--- src/rtl/ir_move_transmitter.sv ---
// SIRC-style IR move-command transmitter: start burst + 12 bits LSB first.
// Define IR_CARRIER_EN to modulate ir_out with the internal carrier.
module ir_move_transmitter #(
  parameter int unsigned UNIT_CYCLES  = 16200,
  parameter int unsigned CARRIER_HALF = 337,
  parameter int unsigned FRAME_CYCLES = 1215000,
  parameter int unsigned REPEAT_COUNT = 5
) (
  input  logic        clock,
  input  logic        reset_n,
  input  logic        transmit,
  input  logic [11:0] move_command,
  output logic        ir_out,
  output logic        busy,
  output logic        done,
  output logic [3:0]  frames_sent
);

  localparam int unsigned FW = $clog2(FRAME_CYCLES);
  localparam int unsigned PW = $clog2(4 * UNIT_CYCLES + 1);

  localparam logic [PW-1:0] START_LAST = PW'(4 * UNIT_CYCLES - 1);
  localparam logic [PW-1:0] ONE_LAST   = PW'(UNIT_CYCLES - 1);
  localparam logic [PW-1:0] TWO_LAST   = PW'(2 * UNIT_CYCLES - 1);
  localparam logic [FW-1:0] FRAME_LAST = FW'(FRAME_CYCLES - 1);
  localparam logic [4:0]    REPEAT_LIM = 5'(REPEAT_COUNT);

  generate
    if (REPEAT_COUNT < 1 || REPEAT_COUNT > 15 ||
        FRAME_CYCLES < 41 * UNIT_CYCLES ||
        UNIT_CYCLES < 1 || CARRIER_HALF < 1) begin : g_bad_params
      $error("ir_move_transmitter: illegal parameters");
    end
  endgenerate

  typedef enum logic [2:0] {
    IDLE,
    START,
    SPACE,
    MARK,
    GAP
  } state_t;

  state_t        state_q, state_d;
  logic [PW-1:0] phase_q, phase_d;
  logic [FW-1:0] frame_q, frame_d;
  logic [3:0]    idx_q, idx_d;
  logic [11:0]   cmd_q, cmd_d;
  logic [3:0]    frames_d;
  logic [PW-1:0] mark_last;
  logic          env_d, busy_d, done_d, ir_d;

  assign mark_last = cmd_q[idx_q] ? TWO_LAST : ONE_LAST;

  always_comb begin
    state_d  = state_q;
    phase_d  = phase_q + 1'b1;
    frame_d  = frame_q + 1'b1;
    idx_d    = idx_q;
    cmd_d    = cmd_q;
    frames_d = frames_sent;
    done_d   = 1'b0;
    unique case (state_q)
      IDLE: begin
        phase_d = '0;
        frame_d = '0;
        if (transmit) begin
          state_d  = START;
          cmd_d    = move_command;
          frames_d = '0;
          idx_d    = '0;
        end
      end
      START: begin
        if (phase_q == START_LAST) begin
          state_d = SPACE;
          phase_d = '0;
        end
      end
      SPACE: begin
        if (phase_q == ONE_LAST) begin
          state_d = MARK;
          phase_d = '0;
        end
      end
      MARK: begin
        if (phase_q == mark_last) begin
          phase_d = '0;
          if (idx_q == 4'd11) begin
            state_d = GAP;
          end else begin
            idx_d   = idx_q + 1'b1;
            state_d = SPACE;
          end
        end
      end
      GAP: begin
        phase_d = '0;
        if (frame_q == FRAME_LAST) begin
          frame_d  = '0;
          idx_d    = '0;
          frames_d = frames_sent + 1'b1;
          if ({1'b0, frames_sent} + 5'd1 < REPEAT_LIM) begin
            state_d = START;
          end else begin
            state_d = IDLE;
            done_d  = 1'b1;
          end
        end
      end
      default: state_d = IDLE;
    endcase
  end

  // Outputs follow the next state so they line up with the registered state.
  assign env_d  = (state_d == START) || (state_d == MARK);
  assign busy_d = (state_d != IDLE);

`ifdef IR_CARRIER_EN
  localparam int unsigned CW = $clog2(CARRIER_HALF + 1);
  localparam logic [CW-1:0] CAR_LAST = CW'(CARRIER_HALF - 1);

  logic [CW-1:0] car_cnt_q, car_cnt_d;
  logic          car_q, car_d, env_q;

  // Reload on each envelope rise so every mark starts with carrier high.
  always_comb begin
    car_cnt_d = '0;
    car_d     = 1'b0;
    if (env_d && !env_q) begin
      car_d = 1'b1;
    end else if (env_d) begin
      if (car_cnt_q == CAR_LAST) begin
        car_d = ~car_q;
      end else begin
        car_cnt_d = car_cnt_q + 1'b1;
        car_d     = car_q;
      end
    end
  end

  assign ir_d = env_d & car_d;

  always_ff @(posedge clock or negedge reset_n) begin
    if (!reset_n) begin
      car_cnt_q <= '0;
      car_q     <= 1'b0;
      env_q     <= 1'b0;
    end else begin
      car_cnt_q <= car_cnt_d;
      car_q     <= car_d;
      env_q     <= env_d;
    end
  end
`else
  assign ir_d = env_d;
`endif

  always_ff @(posedge clock or negedge reset_n) begin
    if (!reset_n) begin
      state_q     <= IDLE;
      phase_q     <= '0;
      frame_q     <= '0;
      idx_q       <= '0;
      cmd_q       <= '0;
      frames_sent <= '0;
      busy        <= 1'b0;
      done        <= 1'b0;
      ir_out      <= 1'b0;
    end else begin
      state_q     <= state_d;
      phase_q     <= phase_d;
      frame_q     <= frame_d;
      idx_q       <= idx_d;
      cmd_q       <= cmd_d;
      frames_sent <= frames_d;
      busy        <= busy_d;
      done        <= done_d;
      ir_out      <= ir_d;
    end
  end

endmodule

--- config.mk ---
export PLATFORM = sky130hd
export DESIGN_NAME = ir_move_transmitter
export DESIGN_NICKNAME = d
export VERILOG_FILES = /design/src/rtl/ir_move_transmitter.sv
export SDC_FILE = /design/constraint.sdc
export NUM_CORES = 1
export LEC_CHECK = 0
export CAP_MARGIN = 10
export CORE_AREA = 2 2 107 109
export CTS_BUF_LIST = sky130_fd_sc_hd__clkbuf_4
export DETAILED_ROUTE_END_ITERATION = 6
export DIE_AREA = 0 0 109 111
export PLACE_DENSITY = 0.58
export REMOVE_ABC_BUFFERS = 1
export SLEW_MARGIN = 20
export SYNTH_ARGS = -nofsm -noshare
export SYNTH_HDL_FRONTEND = slang
export SYNTH_SLANG_ARGS = --single-unit
--- constraint.sdc ---
create_clock -name clock -period 2.4 [get_ports clock]
set_input_delay 0.36 -clock clock [delete_from_list [all_inputs] [get_ports clock]]
set_output_delay 0.36 -clock clock [all_outputs]
set_load 0.02 [all_outputs]
==> results of run 1 <==
==> cell families (layout without fill, tap and decap cells) <==
logic type / after synthesis / in the layout
simple gates: 146 / 146
flops: 63 / 63
compound gates: 39 / 39
xor+xnor: 32 / 32
mux: 18 / 18
buf+inv: 14 / 52
fa+ha+maj: 4 / 4
==> per-layer routing <==
metal	vias up	track usage, %	share of wire (%)
met5	-	0	0
met4	0	4.19	1.9
met3	10	4.94	4.1
met2	30	19.0	48
met1	1192	14.3	46
li1	1184	-	-
==> placed cells by master, fill, tap and decap left out, types with 2 or more instances in the layout <==
master and count:
dfrtp_1 62, nor2_1 46, nand2_1 25, clkdlybuf4s50_1 20, o21ai_0 16, xnor2_1 16
xor2_1 16, nand3_1 15, mux2_2 13, clkbuf_4 11, nand4_1 8, buf_4 8
a21oi_1 6, inv_1 5, nor2b_1 5, nor3_1 5, nor4_1 5, or3_1 4
nand2b_1 4, ha_1 4, nor4b_1 3, a31oi_1 3, and4_1 3, and3_1 3
or2_2 3, clkinv_2 3, nand3b_1 2, a41oi_1 2, mux2i_1 2, mux4_2 2
o211ai_1 2, or4_1 2
==> worst max-delay path, cell delays in order, from the launching register on <==
cell      delay, ns
dfrtp_1        0.48
nor2b_1        0.17
a221o_1        0.33
o21ai_2        0.18
mux2_4         0.36
or4_1          0.52
a21boi_1       0.15
==> how the worst min path moves through the flow <==
stage                               startpoint  cells past startpoint              endpoint
after global placement                 reset_n                      2  cmd_q[9]$_DFFE_PN0P_
after global routing                   reset_n                      3  cmd_q[9]$_DFFE_PN0P_
after CTS                              reset_n                      3  cmd_q[9]$_DFFE_PN0P_
final                     phase_q[0]$_DFF_PN0_                      1  phase_q[0]$_DFF_PN0_
after floorplan                        reset_n                      0        busy$_DFF_PN0_
after detailed placement               reset_n                      2  cmd_q[9]$_DFFE_PN0P_
==> where the power goes <==
part	internal, mW	leakage [nW]	total, mW	switching [mW]
clock	0.333	0.0780	0.712	0.379
sequential	1.07	0.805	1.08	0.00540
combinational	0.0364	0.665	0.0655	0.0292
==> flip-flops by register name, summed over array words and instances (netlist names) <==
name         count
busy             1
cmd_q           12
done             1
frame_q         21
frames_sent      4
idx_q            4
ir_out           1
phase_q         16
state_q          3
==> per-stage QoR <==
step | utilization (%) | setup WS (ns)
2_1_floorplan | - | -0.271
3_3_place_gp | 32.8 | 0.145
3_5_place_dp | 32.8 | 0.0846
4_1_cts | 34.0 | 0.0577
5_1_grt | 34.1 | 0.0528
6_report | 34.1 | 0.144
==> cell type report <==
cell class | instances | area share (%)
Inverter | 5 | 0.497
Clock inverter | 5 | 1.29
Multi-Input combinational cell | 239 | 41.7
Timing Repair Buffer | 31 | 7.82
Clock buffer | 11 | 2.19
Tap cell | 143 | 4.74
Sequential cell | 63 | 41.8
==> what timing repair did <==
action | CTS | global route
endpoints found under the hold margin | 63 | 0
gates resized for setup | 0 | 3
setup endpoints to repair | 0 | 1
hold buffers | 1 | 0
==> results.tsv, run 1 <==
stage	metric	value	unit
status	status	completed	
clocking	cts_htree_levels	3	
synthesis	synth_area_leaders	dfrtp_1 49%, nor2_1 5.5%, mux2_2 4.6%	
drt	drc_errors	0	
synthesis	synthAdderAreaFrac	1.56	%
die	rows	39	
die	core_area	0.0111	mm^2
clocking	cts.path.max_buffers	2	
final_layout	final_nets	368	
sta	hold_viol_final	0	
worst_setup_path	critical_path_arrival	2.61	ns
global_routing	grt_usage	11.9	%
job	cap_violations	0	
synthesis	yosysMostFrequentCell	dfrtp_1	
worst_setup_path	cp-startpoint	idx_q[1]$_DFFE_PN0P_	
place	routabilityCongestion	0.780	
global_routing	antenna_found_initial	0	
drt	drt-initial-drc-count	77	
global_routing	grt_pass1_vias	2517	
drt	dr.pass1.iters	4	
synthesis	synth-main-ff-cell	dfrtp_1	
final_layout	stdcell_area	0.00378	mm^2
global_routing	grt_max_degree	64	
drt	totalWireLength	6.39	mm
global_routing	overflow	0	
worst_setup_path	r2r_slack	0.14	ns
final_layout	layout-drive-gt1-share	14.4	%
synthesis	async_flop_share	100	%
hold_path	hp-class	register to register	
worst_setup_path	endpoint	idx_q[3]$_DFFE_PN0P_	
sta	relSlewSlack	70.7	%
worst_setup_path	rr_startpoint	idx_q[1]$_DFFE_PN0P_	
synthesis	synth_top_area_cell	dfrtp_1	
final_layout	fillers	1120	
clocking	post-cts-setup-buffers	0	
sta	worstMarginPinSlew	0.433	ns
sta	fin_setup_tns	0	ns
synthesis	synth_warnings	0	
power_and_ir_drop	p_leak	1.55	nW
drt	routedWlPerCell	12.9	um
place	placed_area	0.00363	mm^2
final_layout	area_growth	18.0	%
sta	fmax	443	MHz
worst_setup_path	reg2reg_depth	6	
synthesis	synth_top_family_by_area	simple AND/OR/NAND/NOR gates	
sta	fin_worst_skew	0.0174	ns
sta	period_share	94.0	%
die	die_w	109	um
drt	routed-via-count	2416	
synthesis	synth_mux_area_share	7.07	%
drt	vias_per_cell	4.86	
synthesis	synth_edf_count	0	
synthesis	synthCells	316	
worst_setup_path	startpoint_type	register	
synthesis	synth_area	0.00320	mm^2
clocking	clockRootBuffer	clkbuf_4	
drt	antenna_left	0	
clocking	insertion_delay	0.42	ns
synthesis	postSynthAreaPerCell	10.1	um^2
worst_setup_path	r2r-end	idx_q[3]$_DFFE_PN0P_	
power_and_ir_drop	power_density	491	mW/mm^2
final_layout	stdcell_count	497	
place	dp_hpwl	4.37	mm
worst_setup_path	criticalPathCategory	register to register	
worst_setup_path	required	2.75	ns
synthesis	synthSimpleGateAreaFrac	23.8	%
die	dieArea	0.0121	mm^2
synthesis	yosysSeqAreaShare	49.2	%
sta	setup_viol	0	
die	die_y	111	um
sta	rsz0062_at_grt	false	
synthesis	synth_seq_cells	63	
place	io_buffers	21	
power_and_ir_drop	max-vdd-ir-drop	0.000527	V
final_layout	final-seq-area	0.00158	mm^2
worst_setup_path	cp_max_fo	9	
synthesis	yosysUniqueCellTypes	53	
sta	worst_hold_slack	0.471	ns
die	pin_count	22	
final_layout	n_antenna_cell	0	
clocking	path_clk_slew	0.11	ns
synthesis	synthTopCellsByCount	63 x dfrtp_1, 47 x nor2_1, 25 x nand2_1	
sta	slew_viol_final	0	
place	place_inst	480	
final_layout	multiInputGateArea	0.00158	mm^2
worst_setup_path	end_kind	register	
clocking	cts_buffers	9	
clocking	tritoncts	done	
clocking	cts_num_sinks	63	
synthesis	yosysTopAreaCellShare	49.2	%
synthesis	synth_xor_area_share	8.75	%
sta	period_needed	2.26	ns
die	start_util	28.9	%
power_and_ir_drop	design_power_total	1.85	mW
global_routing	grt_pass1_wl	11.4	mm
synthesis	synth_compound_area_share	7.62	%
No activity file was read; power rests on OpenSTA's default activity.
==> run 2: changes to the inputs <==
--- a/config.mk
+++ b/config.mk
@@ -11,7 +11,6 @@
 export DETAILED_ROUTE_END_ITERATION = 6
 export DIE_AREA = 0 0 109 111
 export PLACE_DENSITY = 0.58
-export REMOVE_ABC_BUFFERS = 1
 export SLEW_MARGIN = 20
 export SYNTH_ARGS = -nofsm -noshare
 export SYNTH_HDL_FRONTEND = slang
==> results.tsv, run 2 (synthesized netlist as in run 1, its figures left out) <==
stage	metric	value	unit
worst_setup_path	startpoint_type	register	
final_layout	layout-drive-gt1-share	14.7	%
global_routing	grt_usage	11.3	%
clocking	cts_buffers	9	
worst_setup_path	r2r_slack	0.13	ns
final_layout	fillers	1103	
place	io_buffers	21	
final_layout	final-seq-area	0.00158	mm^2
sta	fin_setup_tns	0	ns
worst_setup_path	path_delay_family	multiplexers	
sta	slew_viol_final	0	
final_layout	n_antenna_cell	0	
final_layout	regMostFlops	frame_q	
sta	setup_viol	0	
global_routing	antenna_found_initial	0	
die	start_util	28.9	%
worst_setup_path	critical_path_arrival	2.61	ns
clocking	insertion_delay	0.41	ns
final_layout	reg_top3	frame_q x21, phase_q x16, cmd_q x12	
power_and_ir_drop	max-vdd-ir-drop	0.000194	V
clocking	post-cts-setup-buffers	0	
final_layout	final_cell_mix	62 x dfrtp_1, 46 x nor2_1, 25 x nand2_1	
clocking	clockRootBuffer	clkbuf_4	
sta	fmax	441	MHz
final_layout	final_nets	369	
drt	vias_per_cell	4.81	
global_routing	grt_pass1_vias	2343	
clocking	tritoncts	done	
clocking	cts_num_sinks	63	
die	die_y	111	um
drt	totalWireLength	6.29	mm
sta	period_needed	2.27	ns
worst_setup_path	crit_buf_inv	0	
synthesis	synthesis.nets	335	
worst_setup_path	cpMaxStageDelayCell	mux4_2	
power_and_ir_drop	p_leak	1.56	nW
worst_setup_path	r2r-end	idx_q[3]$_DFFE_PN0P_	
hold_path	hp-class	primary input to asynchronous set/reset pin	
drt	routedWlPerCell	12.7	um
global_routing	grt_pass1_wl	11.0	mm
sta	hold_viol_final	0	
drt	drt-initial-drc-count	98	
worst_setup_path	cp_max_fo	9	
worst_setup_path	reg2reg_depth	6	
job	cap_violations	0	
final_layout	final_common_cell	dfrtp_1	
drt	dr.pass1.iters	4	
final_layout	multiInputGateArea	0.00158	mm^2
final_layout	stdcell_count	497	
place	routabilityCongestion	0.774	
sta	period_share	94.4	%
drt	routed-via-count	2390	
die	dieArea	0.0121	mm^2
die	pin_count	22	
power_and_ir_drop	power_density	510	mW/mm^2
place	place_inst	481	
worst_setup_path	crit_chain	mux4_2, nor2b_2, o21ai_2, mux2_4, or4_1, a21boi_1	
drt	drc_errors	0	
worst_setup_path	criticalPathCategory	register to register	
worst_setup_path	max_stage_delay	0.52	ns
place	dp_hpwl	4.55	mm
global_routing	overflow	0	
clocking	cts.path.max_buffers	2	
sta	relSlewSlack	61.7	%
final_layout	area_growth	19.0	%
die	die_w	109	um
global_routing	grt_max_degree	29	
worst_setup_path	end_kind	register	
drt	antenna_left	0	
sta	rsz0062_at_grt	false	
die	core_area	0.0111	mm^2
sta	fin_worst_skew	0.0103	ns
worst_setup_path	required	2.74	ns
clocking	cts_htree_levels	3	
status	status	completed	
final_layout	largest_reg_flops	21	
die	rows	39	
clocking	path_clk_slew	0.11	ns
worst_setup_path	rr_startpoint	idx_q[0]$_DFFE_PN0P_	
sta	worstMarginPinSlew	0.575	ns
## run 2: cell count changes in the layout (fill, tap and decap cells not counted)
| cell | delta |
|---|---|
| clkinv_2 | -1 |
| clkbuf_4 | -1 |
| buf_4 | +1 |
| nor4b_2 | +1 |
| bufinv_16 | +1 |
| nor4b_1 | -1 |
## run 2: layout make-up
type                       count  share of cell area (%)
multi-input combinational    239                    41.5
clock buffer                  10                    1.97
sequential                    63                    41.4
timing repair buffer          32                    7.95
tap                          143                    4.70
inverter                       5                   0.493
clock inverter                 5                    1.94
## run 2: where the power goes
group	total (mW)	internal (mW)	switching [mW]
logic	0.0672	0.0371	0.0301
clock network	0.801	0.422	0.378
registers	1.08	1.07	0.00520
total	1.94	1.53	0.414
## run 2: timing repair
| item | CTS | global route |
|---|---|---|
| hold buffers | 1 | 0 |
| setup endpoints to repair | 0 | 1 |
| gates resized for setup | 0 | 4 |
| hold endpoints to repair | 22 | 0 |
## run 2: worst max-delay path by stage
stage	start	end	slack, ns	depth (start not counted)
final	idx_q[0]$_DFFE_PN0P_	idx_q[3]$_DFFE_PN0P_	0.13	6
after global routing	idx_q[0]$_DFFE_PN0P_	idx_q[3]$_DFFE_PN0P_	0.01	6
after CTS	idx_q[0]$_DFFE_PN0P_	idx_q[3]$_DFFE_PN0P_	0.06	6
after detailed placement	idx_q[0]$_DFFE_PN0P_	idx_q[3]$_DFFE_PN0P_	0.1	6
after global placement	idx_q[0]$_DFFE_PN0P_	idx_q[3]$_DFFE_PN0P_	0.15	6
after floorplan	idx_q[0]$_DFFE_PN0P_	phase_q[10]$_DFF_PN0_	0.15	8
## run 2: layer usage
layer	global-route usage, %	vias to the layer above	part of all wire, %
met4	6.15	0	2.7
met2	16.6	27	44
met1	15.5	1153	51
li1	-	1199	-
met5	0	-	0
met3	2.23	11	2.4
## run 2: through the flow
step	power (mW)	setup slack [ns]	utilization, %	hold WS (ns)	area [um^2]
after CTS	1.98	0.0580	34.3	0.473	3790
final	1.94	0.134	34.4	0.471	3810
after detailed placement	1.17	0.0989	32.8	0.399	3640
after floorplan	1.11	0.153	-	0.0644	3200
after global routing	2.03	0.0122	34.4	0.502	3810
after global placement	1.16	0.146	32.8	0.386	3640
## run 2: worst reg2reg max path: cells and delay by family, from the launching register on
family	cells	cell delay (ns)
mux	2	0.87
simple gates	2	0.64
flops	1	0.45
compound gates	2	0.23
==> run 3: changes to the inputs <==
--- a/config.mk
+++ b/config.mk
@@ -8,9 +8,11 @@
 export CAP_MARGIN = 10
 export CORE_AREA = 2 2 107 109
 export CTS_BUF_LIST = sky130_fd_sc_hd__clkbuf_4
+export CTS_CLUSTER_SIZE = 8
 export DETAILED_ROUTE_END_ITERATION = 6
 export DIE_AREA = 0 0 109 111
 export PLACE_DENSITY = 0.58
+export SETUP_SLACK_MARGIN = 0.3
 export SLEW_MARGIN = 20
 export SYNTH_ARGS = -nofsm -noshare
 export SYNTH_HDL_FRONTEND = slang
==> constraint.sdc (replaced) <==
create_clock -name clock -period 2 [get_ports clock]
set_input_delay 0.3 -clock clock [delete_from_list [all_inputs] [get_ports clock]]
set_output_delay 0.3 -clock clock [all_outputs]
set_load 0.02 [all_outputs]
==> results.tsv, run 3 (synthesized netlist as in run 1, its figures left out) <==
stage	metric	value	unit
worst_setup_path	end_kind	register	
power_and_ir_drop	p_leak	2.05	nW
sta	setup_ws	-0.259	ns
clocking	clockRootBuffer	clkbuf_4	
final_layout	fillers	1030	
final_layout	n_antenna_cell	0	
final_layout	reg_top3	frame_q x21, phase_q x16, cmd_q x12	
sta	worstMarginPinSlew	0.626	ns
drt	routed-via-count	2809	
drt	routedWlPerCell	14.2	um
die	pin_count	22	
worst_setup_path	crit_buf_inv	1	
job	cap_violations	0	
place	routabilityCongestion	0.809	
sta	fmax	443	MHz
global_routing	grt_pass1_wl	13.5	mm
worst_setup_path	startpoint_type	register	
clocking	insertion_delay	0.41	ns
clocking	tritoncts	done	
clocking	cts_htree_levels	3	
global_routing	overflow	0	
final_layout	largest_reg_flops	21	
sta	hold_viol_final	0	
die	rows	39	
power_and_ir_drop	power_density	472	mW/mm^2
final_layout	fin_util	45.2	%
clocking	cts_num_sinks	63	
final_layout	final-seq-area	0.00158	mm^2
worst_setup_path	path_delay_family	compound AO/OA/AOI/OAI gates	
sta	slew_viol_final	0	
power_and_ir_drop	clkPwrFrac	41.7	%
die	die_y	111	um
drt	totalWireLength	8.13	mm
drt	vias_per_cell	4.91	
drt	dr.pass1.iters	6	
sta	fin_worst_skew	0.0148	ns
sta	period_needed	2.26	ns
worst_setup_path	required	2.35	ns
sta	setup_viol	20	
final_layout	final_nets	443	
drt	drt-initial-drc-count	106	
power_and_ir_drop	p_seq_share	54.6	%
status	status	finished, violations left	
worst_setup_path	cp_max_fo	6	
final_layout	area_growth	56.5	%
sta	worst_hold_slack	0.434	ns
clocking	cts.path.max_buffers	2	
die	core_area	0.0111	mm^2
worst_setup_path	criticalPathCategory	register to register	
power_and_ir_drop	max-vdd-ir-drop	0.000339	V
clocking	cts_buffers	9	
power_and_ir_drop	combPwrFrac	3.7	%
place	dp_hpwl	5.08	mm
final_layout	final_common_cell	dfrtp_1	
power_and_ir_drop	switching_power	0.532	mW
die	die_w	109	um
power_and_ir_drop	switching_share	22.5	%
worst_setup_path	cpMaxStageDelayCell	or4_1	
die	start_util	28.9	%
drt	antenna_left	0	
sta	period_share	113	%
drt	drc_errors	0	
hold_path	hp-class	primary input to asynchronous set/reset pin	
place	io_buffers	21	
die	dieArea	0.0121	mm^2
power_and_ir_drop	internal-power	1.83	mW
sta	relSlewSlack	58.3	%
worst_setup_path	critical_path_arrival	2.61	ns
worst_setup_path	crit_chain	buf_6, mux2i_1, a221o_1, o21ai_2, mux2_4, or4_1, a21boi_1	
worst_setup_path	max_stage_delay	0.50	ns
sta	rsz0062_at_grt	true	
synthesis	synthesis.nets	335	
global_routing	antenna_found_initial	0	
clocking	path_clk_slew	0.12	ns
final_layout	final_cell_mix	60 x dfrtp_1, 59 x buf_4, 23 x nor2_4	
final_layout	multiInputGateArea	0.00203	mm^2
status	failed_checks	negative setup slack	
global_routing	grt_max_degree	28	
final_layout	layout-drive-gt1-share	46.9	%
global_routing	grt_pass1_vias	2926	
final_layout	regMostFlops	frame_q	
global_routing	grt_usage	14.2	%
## run 3: metal layers
metal | wire length (um) | track usage (%) | share of wire [%] | vias to the layer above
li1 | - | - | - | 1341
met1 | 3380 | 17.1 | 42 | 1418
met2 | 4300 | 24.2 | 53 | 33
met3 | 268 | 4.06 | 3.3 | 17
met4 | 177 | 4.44 | 2.2 | 0
met5 | 0 | 0 | 0 | -
## run 3: path summary, 6_finish.rpt
| kind | startpoint | end | slack (ns) | depth (start not counted) |
|---|---|---|---|---|
| worst max register to register | idx_q[0]$_DFFE_PN0P_ | idx_q[3]$_DFFE_PN0P_ | -0.26 | 7 |
| worst min-delay path | reset_n | frame_q[11]$_DFF_PN0_ | 0.43 | 2 |
| min in group clock | move_command[0] | cmd_q[0]$_DFFE_PN0P_ | 0.49 | 2 |
| worst min register to register | cmd_q[9]$_DFFE_PN0P_ | cmd_q[9]$_DFFE_PN0P_ | 0.52 | 1 |
| worst max-delay path | idx_q[0]$_DFFE_PN0P_ | idx_q[3]$_DFFE_PN0P_ | -0.26 | 7 |
| max in group asynchronous | reset_n | idx_q[0]$_DFFE_PN0P_ | 0.92 | 3 |
## run 3: cell type report
class | instances | share of cell area (%)
multi-input combinational | 239 | 40.5
sequential | 63 | 31.5
inverter | 5 | 0.375
clock buffer | 9 | 1.35
tap | 143 | 3.57
clock inverter | 7 | 1.75
timing repair buffer | 106 | 20.9
## run 3: what timing repair did
item,CTS,global route
hold buffers,1,0
gates resized for setup,86,43
hold endpoints to repair,23,0
cloned,3,1
pin swaps,35,31
setup endpoints to repair,57,52
setup buffers,16,8
## run 3: power by group through the flow
stage,Combinational (mW),Clock (mW),Sequential [mW]
2_1_floorplan,0.0191,0,1.31
3_3_place_gp,0.0800,0,1.32
3_5_place_dp,0.0829,0,1.32
4_1_cts,0.0875,1.03,1.29
5_1_grt,0.0982,1.07,1.29
6_report,0.0875,0.985,1.29
## run 3: through the flow
| stage | setup WS, ns | instances | TNS (ns) | power, mW | instance area, um^2 |
|---|---|---|---|---|---|
| 3_3_place_gp | -0.186 | 527 | -2.79 | 1.40 | 4090 |
| 5_1_grt | -0.348 | 572 | -6.68 | 2.46 | 5010 |
| 2_1_floorplan | -0.186 | 316 | -0.947 | 1.33 | 3290 |
| 4_1_cts | -0.234 | 563 | -4.02 | 2.41 | 4740 |
| 3_5_place_dp | -0.238 | 527 | -3.56 | 1.40 | 4090 |
| 6_report | -0.259 | 572 | -4.33 | 2.36 | 5010 |
